**config.mk**
```make
export PLATFORM = sky130hd
export DESIGN_NAME = log_afpm_serial_flat
export DESIGN_NICKNAME = d
export VERILOG_FILES = /design/src/rtl/log_afpm_pkg.sv /design/src/rtl/log_afpm_serial_if.sv /design/src/rtl/log_afpm_core.sv /design/src/rtl/log_afpm_serial.sv /design/src/flat_wrapper.sv
export SDC_FILE = /design/constraint.sdc
export NUM_CORES = 1
export LEC_CHECK = 0
export CAP_MARGIN = 40
export CELL_PAD_IN_SITES_DETAIL_PLACEMENT = 1
export CELL_PAD_IN_SITES_GLOBAL_PLACEMENT = 2
export CORE_UTILIZATION = 40
export CTS_CLUSTER_DIAMETER = 60
export CTS_CLUSTER_SIZE = 8
export DETAILED_ROUTE_END_ITERATION = 10
export GPL_TIMING_DRIVEN = 0
export PLACE_DENSITY = 0.87
export SETUP_SLACK_MARGIN = 0.1
export SYNTH_ARGS = -nofsm -noshare
export SYNTH_HDL_FRONTEND = slang
export SYNTH_SLANG_ARGS = --single-unit
```
**constraint.sdc**
```tcl
create_clock -name clk -period 9.65 [get_ports clk]
set_input_delay 2.4125 -clock clk [delete_from_list [all_inputs] [get_ports clk]]
set_output_delay 2.4125 -clock clk [all_outputs]
set_load 0.03 [all_outputs]
```
**src/rtl/log_afpm_pkg.sv**
```systemverilog
// Shared types and constants for the byte-serial floating-point multiplier.
// The NaN/Inf builders return 64-bit words; callers slice them to the operand width.
package log_afpm_pkg;

    typedef enum logic [1:0] {
        COLLECT = 2'd0,
        CALC    = 2'd1,
        EMIT    = 2'd2
    } state_t;

    localparam int FLAGS_W   = 4;
    localparam int FLAG_ZERO = 0;
    localparam int FLAG_UNF  = 1;
    localparam int FLAG_OVF  = 2;
    localparam int FLAG_INV  = 3;

    // Positive infinity: exponent all-ones, mantissa zero, sign clear.
    function automatic logic [63:0] inf_val(input int exp_w, input int man_w);
        return ((64'd1 << exp_w) - 64'd1) << man_w;
    endfunction

    // Canonical quiet NaN: infinity pattern with the mantissa MSB set.
    function automatic logic [63:0] nan_val(input int exp_w, input int man_w);
        return inf_val(exp_w, man_w) | (64'd1 << (man_w - 1));
    endfunction

endpackage

```
**src/rtl/log_afpm_serial_if.sv**
```systemverilog
// Operand/result handshake bundle between the pad bus side and the multiplier.
// master drives operands and result-ready; slave is the multiplier.
interface log_afpm_serial_if #(
    parameter int BUS_W = 8
);
    import log_afpm_pkg::*;

    logic               in_valid;
    logic               in_ready;
    logic [BUS_W-1:0]   in_a;
    logic [BUS_W-1:0]   in_b;
    logic               mode;
    logic               out_valid;
    logic               out_ready;
    logic [BUS_W-1:0]   out_data;
    logic [FLAGS_W-1:0] out_flags;

    modport master (
        output in_valid, in_a, in_b, mode, out_ready,
        input  in_ready, out_valid, out_data, out_flags
    );

    modport slave (
        input  in_valid, in_a, in_b, mode, out_ready,
        output in_ready, out_valid, out_data, out_flags
    );

endinterface

```
**src/rtl/log_afpm_core.sv**
```systemverilog
// Combinational multiply datapath: field decode, Mitchell and exact mantissa
// paths, exponent adjust and special-value resolution with status flags.
module log_afpm_core
    import log_afpm_pkg::*;
#(
    parameter  int EXP_W = 5,
    parameter  int MAN_W = 10,
    localparam int W     = 1 + EXP_W + MAN_W
) (
    input  logic [W-1:0]       a,
    input  logic [W-1:0]       b,
    input  logic               mode,
    output logic [W-1:0]       result,
    output logic [FLAGS_W-1:0] flags
);

    localparam int                      EW2    = EXP_W + 2;
    localparam logic signed [EW2-1:0]   BIAS   = EW2'((1 << (EXP_W - 1)) - 1);
    localparam logic signed [EW2-1:0]   EMAX   = EW2'((1 << EXP_W) - 1);
    localparam logic signed [EW2-1:0]   E_ZERO = '0;
    localparam logic [EXP_W-1:0]        EONES  = '1;
    localparam logic [63:0]             INF64  = inf_val(EXP_W, MAN_W);
    localparam logic [63:0]             NAN64  = nan_val(EXP_W, MAN_W);
    localparam logic [W-1:0]            INF_W  = INF64[W-1:0];
    localparam logic [W-1:0]            NAN_W  = NAN64[W-1:0];

    logic                   sa, sb, s;
    logic [EXP_W-1:0]       ea, eb;
    logic [MAN_W-1:0]       ma, mb, mout;
    logic                   a_zero, b_zero, a_inf, b_inf, a_nan, b_nan;
    logic [MAN_W:0]         msum;
    logic [2*MAN_W+1:0]     prod;
    logic                   c;
    logic signed [EW2-1:0]  e;
    logic [1:0]             e_rng;

    // {overflow, underflow} classification of the adjusted biased exponent.
    function automatic logic [1:0] exp_range(input logic signed [EW2-1:0] ev);
        return {ev >= EMAX, ev <= E_ZERO};
    endfunction

    assign {sa, ea, ma} = a;
    assign {sb, eb, mb} = b;
    assign s = sa ^ sb;

    assign a_zero = (ea == '0);
    assign b_zero = (eb == '0);
    assign a_inf  = (ea == EONES) && (ma == '0);
    assign b_inf  = (eb == EONES) && (mb == '0);
    assign a_nan  = (ea == EONES) && (ma != '0);
    assign b_nan  = (eb == EONES) && (mb != '0);

    assign msum = {1'b0, ma} + {1'b0, mb};
    assign prod = {{(MAN_W+1){1'b0}}, 1'b1, ma} * {{(MAN_W+1){1'b0}}, 1'b1, mb};

    // Carry means the mantissa sum/product reached [2,4): bump the exponent.
    always_comb begin
        if (mode) begin
            c    = prod[2*MAN_W+1];
            mout = c ? prod[2*MAN_W:MAN_W+1] : prod[2*MAN_W-1:MAN_W];
        end else begin
            c    = msum[MAN_W];
            mout = msum[MAN_W-1:0];
        end
    end

    assign e = $signed({2'b00, ea}) + $signed({2'b00, eb}) - BIAS
             + $signed({{(EXP_W+1){1'b0}}, c});
    assign e_rng = exp_range(e);

    always_comb begin
        result = {s, e[EXP_W-1:0], mout};
        flags  = '0;
        if (a_nan || b_nan || (a_inf && b_zero) || (b_inf && a_zero)) begin
            result          = NAN_W;
            flags[FLAG_INV] = 1'b1;
        end else if (a_inf || b_inf) begin
            result = {s, INF_W[W-2:0]};
        end else if (a_zero || b_zero) begin
            result           = {s, {(W-1){1'b0}}};
            flags[FLAG_ZERO] = 1'b1;
        end else if (e_rng[1]) begin
            result          = {s, INF_W[W-2:0]};
            flags[FLAG_OVF] = 1'b1;
        end else if (e_rng[0]) begin
            result           = {s, {(W-1){1'b0}}};
            flags[FLAG_UNF]  = 1'b1;
            flags[FLAG_ZERO] = 1'b1;
        end
    end

endmodule

```
**src/rtl/log_afpm_serial.sv**
```systemverilog
// Byte-serial floating-point multiplier: collects LS-first operand beats, computes
// one result with Mitchell or exact mantissa path, then streams it out LS-first.
module log_afpm_serial
    import log_afpm_pkg::*;
#(
    parameter int EXP_W = 5,
    parameter int MAN_W = 10,
    parameter int BUS_W = 8
) (
    input  logic              clk,
    input  logic              rst,
    log_afpm_serial_if.slave  bus
);

    localparam int              W      = 1 + EXP_W + MAN_W;
    localparam int              NBYTES = (W + BUS_W - 1) / BUS_W;
    localparam int              CNT_W  = (NBYTES > 1) ? $clog2(NBYTES) : 1;
    localparam logic [CNT_W-1:0] LAST  = CNT_W'(NBYTES - 1);

    state_t                          state, state_n;
    logic [CNT_W-1:0]                cnt, cnt_n;
    logic                            in_fire;

    logic [NBYTES-1:0][BUS_W-1:0]    opa_p0, opb_p0;
    logic                            mode_p0;
    logic [NBYTES-1:0][BUS_W-1:0]    res_p1;
    logic [FLAGS_W-1:0]              flags_p1;

    logic [NBYTES*BUS_W-1:0]         opa_flat, opb_flat, res_pad;
    logic [W-1:0]                    core_res;
    logic [FLAGS_W-1:0]              core_flags;

    assign opa_flat = opa_p0;
    assign opb_flat = opb_p0;

    log_afpm_core #(
        .EXP_W (EXP_W),
        .MAN_W (MAN_W)
    ) u_core (
        .a      (opa_flat[W-1:0]),
        .b      (opb_flat[W-1:0]),
        .mode   (mode_p0),
        .result (core_res),
        .flags  (core_flags)
    );

    always_comb begin
        res_pad        = '0;
        res_pad[W-1:0] = core_res;
    end

    always_ff @(posedge clk or posedge rst) begin
        if (rst) begin
            state <= COLLECT;
            cnt   <= '0;
        end else begin
            state <= state_n;
            cnt   <= cnt_n;
        end
    end

    always_comb begin
        state_n       = state;
        cnt_n         = cnt;
        in_fire       = 1'b0;
        bus.in_ready  = 1'b0;
        bus.out_valid = 1'b0;
        bus.out_data  = '0;
        bus.out_flags = '0;
        case (state)
            COLLECT: begin
                bus.in_ready = 1'b1;
                in_fire      = bus.in_valid;
                if (in_fire) begin
                    if (cnt == LAST) begin
                        state_n = CALC;
                        cnt_n   = '0;
                    end else begin
                        cnt_n = cnt + CNT_W'(1);
                    end
                end
            end
            CALC: begin
                state_n = EMIT;
            end
            EMIT: begin
                bus.out_valid = 1'b1;
                bus.out_data  = res_p1[cnt];
                bus.out_flags = flags_p1;
                if (bus.out_ready) begin
                    if (cnt == LAST) begin
                        state_n = COLLECT;
                        cnt_n   = '0;
                    end else begin
                        cnt_n = cnt + CNT_W'(1);
                    end
                end
            end
            default: begin
                state_n = COLLECT;
                cnt_n   = '0;
            end
        endcase
    end

    always_ff @(posedge clk or posedge rst) begin
        if (rst) begin
            opa_p0   <= '0;
            opb_p0   <= '0;
            mode_p0  <= 1'b0;
            res_p1   <= '0;
            flags_p1 <= '0;
        end else begin
            // p0: operand beats land in their slot; mode is frozen by the first beat
            if (in_fire) begin
                opa_p0[cnt] <= bus.in_a;
                opb_p0[cnt] <= bus.in_b;
                if (cnt == '0) begin
                    mode_p0 <= bus.mode;
                end
            end
            // p1: result and flags captured once, then held for every output beat
            if (state == CALC) begin
                res_p1   <= res_pad;
                flags_p1 <= core_flags;
            end
        end
    end

endmodule

```
**src/flat_wrapper.sv**
```systemverilog
// flat-port wrapper written by rule: the top's interface ports become plain ports
module log_afpm_serial_flat import log_afpm_pkg::*;
#(
    parameter int EXP_W = 5,
    parameter int MAN_W = 10,
    parameter int BUS_W = 8
)
  (clk, rst, bus_in_valid, bus_in_a, bus_in_b, bus_mode, bus_out_ready, bus_in_ready, bus_out_valid, bus_out_data, bus_out_flags);
  log_afpm_serial_if #(.BUS_W(BUS_W)) bus_i ();
  input  logic clk;
  input  logic rst;
  input wire logic [$bits(bus_i.in_valid)-1:0] bus_in_valid;
  input wire logic [$bits(bus_i.in_a)-1:0] bus_in_a;
  input wire logic [$bits(bus_i.in_b)-1:0] bus_in_b;
  input wire logic [$bits(bus_i.mode)-1:0] bus_mode;
  input wire logic [$bits(bus_i.out_ready)-1:0] bus_out_ready;
  output wire logic [$bits(bus_i.in_ready)-1:0] bus_in_ready;
  output wire logic [$bits(bus_i.out_valid)-1:0] bus_out_valid;
  output wire logic [$bits(bus_i.out_data)-1:0] bus_out_data;
  output wire logic [$bits(bus_i.out_flags)-1:0] bus_out_flags;
  assign bus_i.in_valid = bus_in_valid;
  assign bus_i.in_a = bus_in_a;
  assign bus_i.in_b = bus_in_b;
  assign bus_i.mode = bus_mode;
  assign bus_i.out_ready = bus_out_ready;
  assign bus_in_ready = bus_i.in_ready;
  assign bus_out_valid = bus_i.out_valid;
  assign bus_out_data = bus_i.out_data;
  assign bus_out_flags = bus_i.out_flags;
  log_afpm_serial #(.EXP_W(EXP_W), .MAN_W(MAN_W), .BUS_W(BUS_W)) u_core (.clk(clk), .rst(rst), .bus(bus_i));
endmodule
```
; ---- Word level (Yosys, flattened, before mapping)
; Index checks and enable logic that the tools add are counted.
[totals]
regBits = 56
latchBits = 0
ram_bits = 0
romBits = 0
input_bits = 21
output_inout_bits = 14
elab_cells = 89
mem_count = 0
[classes]
add_sub_neg = 5
n_mul = 1
div_mod_pow = 0
magnitude_cmp = 4
n_eq_ne = 8
shift = 0
n_mux = 36
bitwise_logic = 3
reduce_logical = 22
[ops]
columns = operator, count
row1 = 15-bit two-way mux, 4
row2 = 16-bit bitwise mux, 2
row3 = 8-bit two-way mux, 4
row4 = 11-bit by 11-bit multiplier with 22-bit output, 1
row5 = 10-bit logical NOT, 2
row6 = 10-bit two-way mux, 2
row7 = 10-bit nonzero test, 2
row8 = 16-bit two-way mux, 1
row9 = 2-bit two-way mux, 7
row10 = 10-bit by 10-bit adder with 11-bit output, 1
row11 = 5-bit equality test (second input constant), 2
row12 = 5-bit logical NOT, 2
row13 = 1-bit two-way mux, 10
row14 = 8-bit demux with 1-bit select, 1
row15 = 7-bit by 2-bit adder with 7-bit output, 1
row16 = 7-bit by 6-bit >= comparator with 1-bit output (second input constant), 1
row17 = 7-bit by 1-bit <= comparator with 1-bit output (second input constant), 1
row18 = 1-bit logical AND, 7
row19 = 6-bit by 4-bit subtractor with 7-bit output (second input constant), 1
row20 = 5-bit by 5-bit adder with 6-bit output, 1
row21 = 3-bit two-way mux, 2
row22 = 2-bit one-hot mux with 3 select lines, 1
row23 = 1-bit logical OR, 5
row24 = 4-bit two-way mux, 1
row25 = 14 further kinds, 17

; ---- Depth between registers and ports, before layout
[depth]
ltp_word = 9
mapped_depth = 34
mapped_depth_nobuf = 33

; ---- Modules after synthesis
; A second synthesis with hierarchy kept.
[unflattened]
cells_unflattened = 787
hier_area_um2 = 7394.6
[by_module_without_submodules]
columns = mod, n_inst, cells_per_inst, area_per_inst_um2, seq_area_each_um2
row1 = log_afpm_core, 1, 634, 5044.8, 0.0
row2 = log_afpm_serial, 1, 153, 2349.8, 1401.3

; ---- Worst setup path after synthesis
; OpenSTA, ideal clock, no wires.
[synth_path]
path_type = register -> register
start = register u_core.opb_p0, in the netlist u_core.opb_flat[9]
end = register u_core.res_p1[5] in the netlist's numbering
setup_ns = 0.104
t_arrival_ns = 7.899
required_ns = 9.546
slack_ns = 1.648
stages_incl_launch_ff = 34
n_path_buf = 1
period_less_slack_ns = 8.002
path_cell_list = dfrtp_1 -> clkbuf_1 -> inv_1 -> nor2_1 -> fa_1 -> inv_1 -> fa_1 -> inv_1 -> fa_1 -> fa_1 -> inv_1 -> fa_1 -> inv_1 -> ha_1 -> a21oi_1 -> o21ai_0 -> a221oi_1 -> a31o_1 -> a21oi_4 -> xor2_4 -> o21ai_0 -> ha_1 -> inv_1 -> ha_1 -> inv_1 -> fa_1 -> nor2b_2 -> o31ai_1 -> a211oi_1 -> and3_1 -> nand3_1 -> nor3_1 -> mux2i_1 -> o41ai_2
[synth_between]
elab_chain_len = 9
word_cells_on_any_way = 22
classes_between = add/sub: 2 / mul: 1 / order compare: 2 / mux: 8 / reduce/logical: 9
[synth_rtl]
columns = element, line
row1 = from (decl), log_afpm_serial.sv:24  ; logic [NBYTES-1:0][BUS_W-1:0] opa_p0, opb_p0;
row2 = "from (signal, indexed assignment)", log_afpm_serial.sv:117  ; opb_p0[cnt] <= bus.in_b;
row3 = 11-bit by 11-bit multiplier with 22-bit output or 10-bit by 10-bit adder with 11-bit output (tied branches), "log_afpm_core.sv:54, log_afpm_core.sv:53"
row4 = 1-bit two-way mux, log_afpm_core.sv:58  ; if (mode) begin
row5 = 7-bit by 2-bit adder with 7-bit output, log_afpm_core.sv:68  ; + $signed({{(EXP_W+1){1'b0}}, c});
row6 = 7-bit by 1-bit <= comparator with 1-bit output, log_afpm_core.sv:39  ; return {ev >= EMAX, ev <= E_ZERO};
row7 = 15-bit two-way mux, log_afpm_core.sv:85  ; end else if (e_rng[0]) begin
row8 = 15-bit two-way mux, log_afpm_core.sv:82  ; end else if (e_rng[1]) begin
row9 = 15-bit two-way mux, log_afpm_core.sv:79  ; end else if (a_zero || b_zero) begin
row10 = 15-bit two-way mux, log_afpm_core.sv:77  ; end else if (a_inf || b_inf) begin
row11 = 16-bit two-way mux (*), log_afpm_core.sv:74  ; if (a_nan || b_nan || (a_inf && b_zero) || (b_inf && a_zero)) begin
row12 = to (signal assigned), log_afpm_serial.sv:124  ; res_p1 <= res_pad;
row13 = to (decl), log_afpm_serial.sv:26  ; logic [NBYTES-1:0][BUS_W-1:0] res_p1;
; Mark *: on every way between the ends. The rest lies on a longest branch, timed or not.
; A chain may end at the register's enable or synchronous reset.

; ---- Worst setup path in the final report
; Ends and elaborated chain as after synthesis.

==> qor.yml <==
run_status:
  status: "completed"
global_route:
  grt_pass1_wl_mm: 36.31
  globalRoute.totalOverflow: 0
  antenna_found_initial: 0
  grt_pass1_vias: 6598
  grt_start_max_net_pins: 32
  grt_use_total_pct: 25.99
detailed_routing:
  first_iter_violations: 300
  drc: 0
  vias: 5841
  wl_mm: 22.16
  via_per_inst: 5.479
  wl_per_cell_um: 20.79
  drt_first_pass_iters: 4
  ant_nets: 0
place:
  gp_congestion: 0.8603
  port_buffers: 34
  hpwlAfterDp_mm: 18.34
  pre_cts_ws_ns: -0.2617
critical_path:
  cp.required_ns: 9.86
  cpMostUsedCell: "inv_1"
  cp_num_buf_inv: 8
  critPathMaxFanout: 10
  critPathKind: "reg2reg"
  startpoint_type: "flop"
  endpoint_kind: "flop"
  arrival_ns: 9.34
  cp_top_family: "adder cells"
  crit_path_max_incr_delay_ns: 0.57
  cpMaxStageDelayCell: "fa_1"
synthesis:
  seq_area_frac_synth_pct: 19.46
  ys_types: 63
  yosys.area.top_type: "fa_1"
  avgSynthCellArea_um2: 9.057
  synthDominantCellAreaShare_pct: 22.52
  synth_area_leaders: "fa_1 (23%), dfrtp_1 (19%), ha_1 (13%), inv_1 (7.2%), nand2_1 (4.3%)"
  ys.flop_type: "dfrtp_1"
  netlist_instances: 795
  async_reset_ff_share_pct: 100.0
  synthTopCellsByCount: "inv_1 (139), nand2_1 (82), fa_1 (81)"
  ys_ff_latch: 56
  ys_warn_count: 0
  synth_edf_count: 0
  synth_nets: 972
  post-synth-top-count-cell: "inv_1"
  netlist_area_um2: 7201
cts:
  cts_tree: "yes"
  ctsHoldBuffers: 0
  htree_levels: 2
  cts_made_buffers: 5
  clockBufferDepth: 2
  cts_sinks: 56
  clk-insertion-delay-late_ns: 0.31
  cts_root_buf: "clkbuf_16"
  clk_pin_slew_ns: 0.08
timing:
  finalSetupTns_ns: 0
  finalSetupViolations: 0
  layout_setup_ws_ns: 0.5260
  slew_headroom_pct: 50.38
  finalCritPeriodShare_pct: 94.55
  finalClockSkew_ns: 0.002992
  grt_setup_unrepaired: "no"
  hold_slack_ns: 0.4745
  max_freq_mhz: 109.6
  post-route-min-period_ns: 9.124
  drv_slew: 0
  worstMarginPinSlew_ns: 0.7366
  final_hold_viol_count: 0
job:
  cap_violations: 0
cells_and_area:
  drive_gt1_share_pct: 7.015
  area_growth_syn_to_layout_pct: 12.53
  diodes: 0
  nets: 1017
floorplan:
  die_h_um: 136.2
  die-area_um2: 18540
  rows: 48
  die_x_um: 136.2
  core_um2: 17420
  ios: 35
  initial_core_util_pct: 41.34
hold_path:
  hold_path_class: "reg2reg"
[stage by stage]
step                utilization [%]  instance area (um2)  std cells
global route                  46.52                 8103       1066
detailed placement            45.07                 7850       1056
global placement              44.91                 7823       1054
CTS                           46.19                 8044       1064
floorplan                         -                 7201        795
finish                        46.52                 8103       1066
[state kept, by name, summed over array words and instances (netlist names)]
| name | count |
|---|---|
| u_core.res_p1 | 16 |
| u_core.flags_p1 | 4 |
| u_core.opa_flat | 16 |
| u_core.state | 2 |
| u_core.mode_p0 | 1 |
| u_core.opb_flat | 16 |
| u_core.cnt | 1 |
[final timing paths]
kind	end	depth (start not counted)	start	slack [ns]
setup / recovery	u_core.res_p1[5]	33	u_core.opb_flat[9]	0.53
hold / removal	u_core.flags_p1[0]	1	u_core.flags_p1[0]	0.47
setup reg to reg	u_core.res_p1[5]	33	u_core.opb_flat[9]	0.53
hold reg to reg	u_core.flags_p1[0]	1	u_core.flags_p1[0]	0.47
max in group asynchronous	u_core.res_p1[2]	3	rst	6.58
min in group asynchronous	u_core.res_p1[13]	2	rst	2.50
[cell usage in the layout, fill, tap and decap left out, types with 9 or more instances in the layout]
| cell | synthesis | layout |
|---|---|---|
| a21oi_1 | 12 | 12 |
| and2_1 | 40 | 40 |
| clkbuf_1 | 25 | 18 |
| clkdlybuf4s50_1 | 0 | 34 |
| dfrtp_1 | 56 | 56 |
| fa_1 | 81 | 81 |
| ha_1 | 75 | 75 |
| inv_1 | 139 | 138 |
| mux2_2 | 19 | 19 |
| mux2i_1 | 14 | 14 |
| nand2_1 | 82 | 82 |
| nand2b_1 | 9 | 9 |
| nand3_1 | 15 | 14 |
| nor2_1 | 49 | 49 |
| nor3_1 | 10 | 9 |
| o21ai_0 | 35 | 34 |
| xnor2_1 | 12 | 12 |
| xor2_1 | 11 | 11 |
[per-layer routing]
metal | part of all wire, % | GRT usage (%) | routed length, um
met1 | 46 | 36.42 | 10280
met2 | 48 | 43.29 | 10630
met3 | 4.2 | 3.132 | 931
met4 | 1.4 | 4.630 | 320
met5 | 0 | 0 | 0
[logic make-up after synthesis]
group,Yosys count,synth area share [%]
AO/OA/AOI/OAI,118,11.59
XOR/XNOR,25,3.562
adder cells (fa/ha/maj),156,35.55
buffers and inverters,168,8.792
flip-flops,56,19.46
multiplexers,33,4.917
AND/OR/NAND/NOR,239,16.13
[timing repair]
| action | 4_1_cts | 5_1_grt |
|---|---|---|
| endpoints found under the setup margin | 8 | 8 |
| pin swaps | 0 | 1 |
| setup buffers | 0 | 2 |
| gates resized for setup | 6 | 15 |
[layout make-up]
type	count	area, um2
clock inverter	3	50.05
sequential	56	1401
fill	2066	9314
timing repair buffer	38	382.9
multi-input combinational	571	5220
clock buffer	5	125.1
buffer	29	120.1
tap	225	281.5
inverter	139	521.8
Power is left out: the tool's default activity adds up to more than one toggle a clock period on the data nets, which glitch-free logic cannot reach.
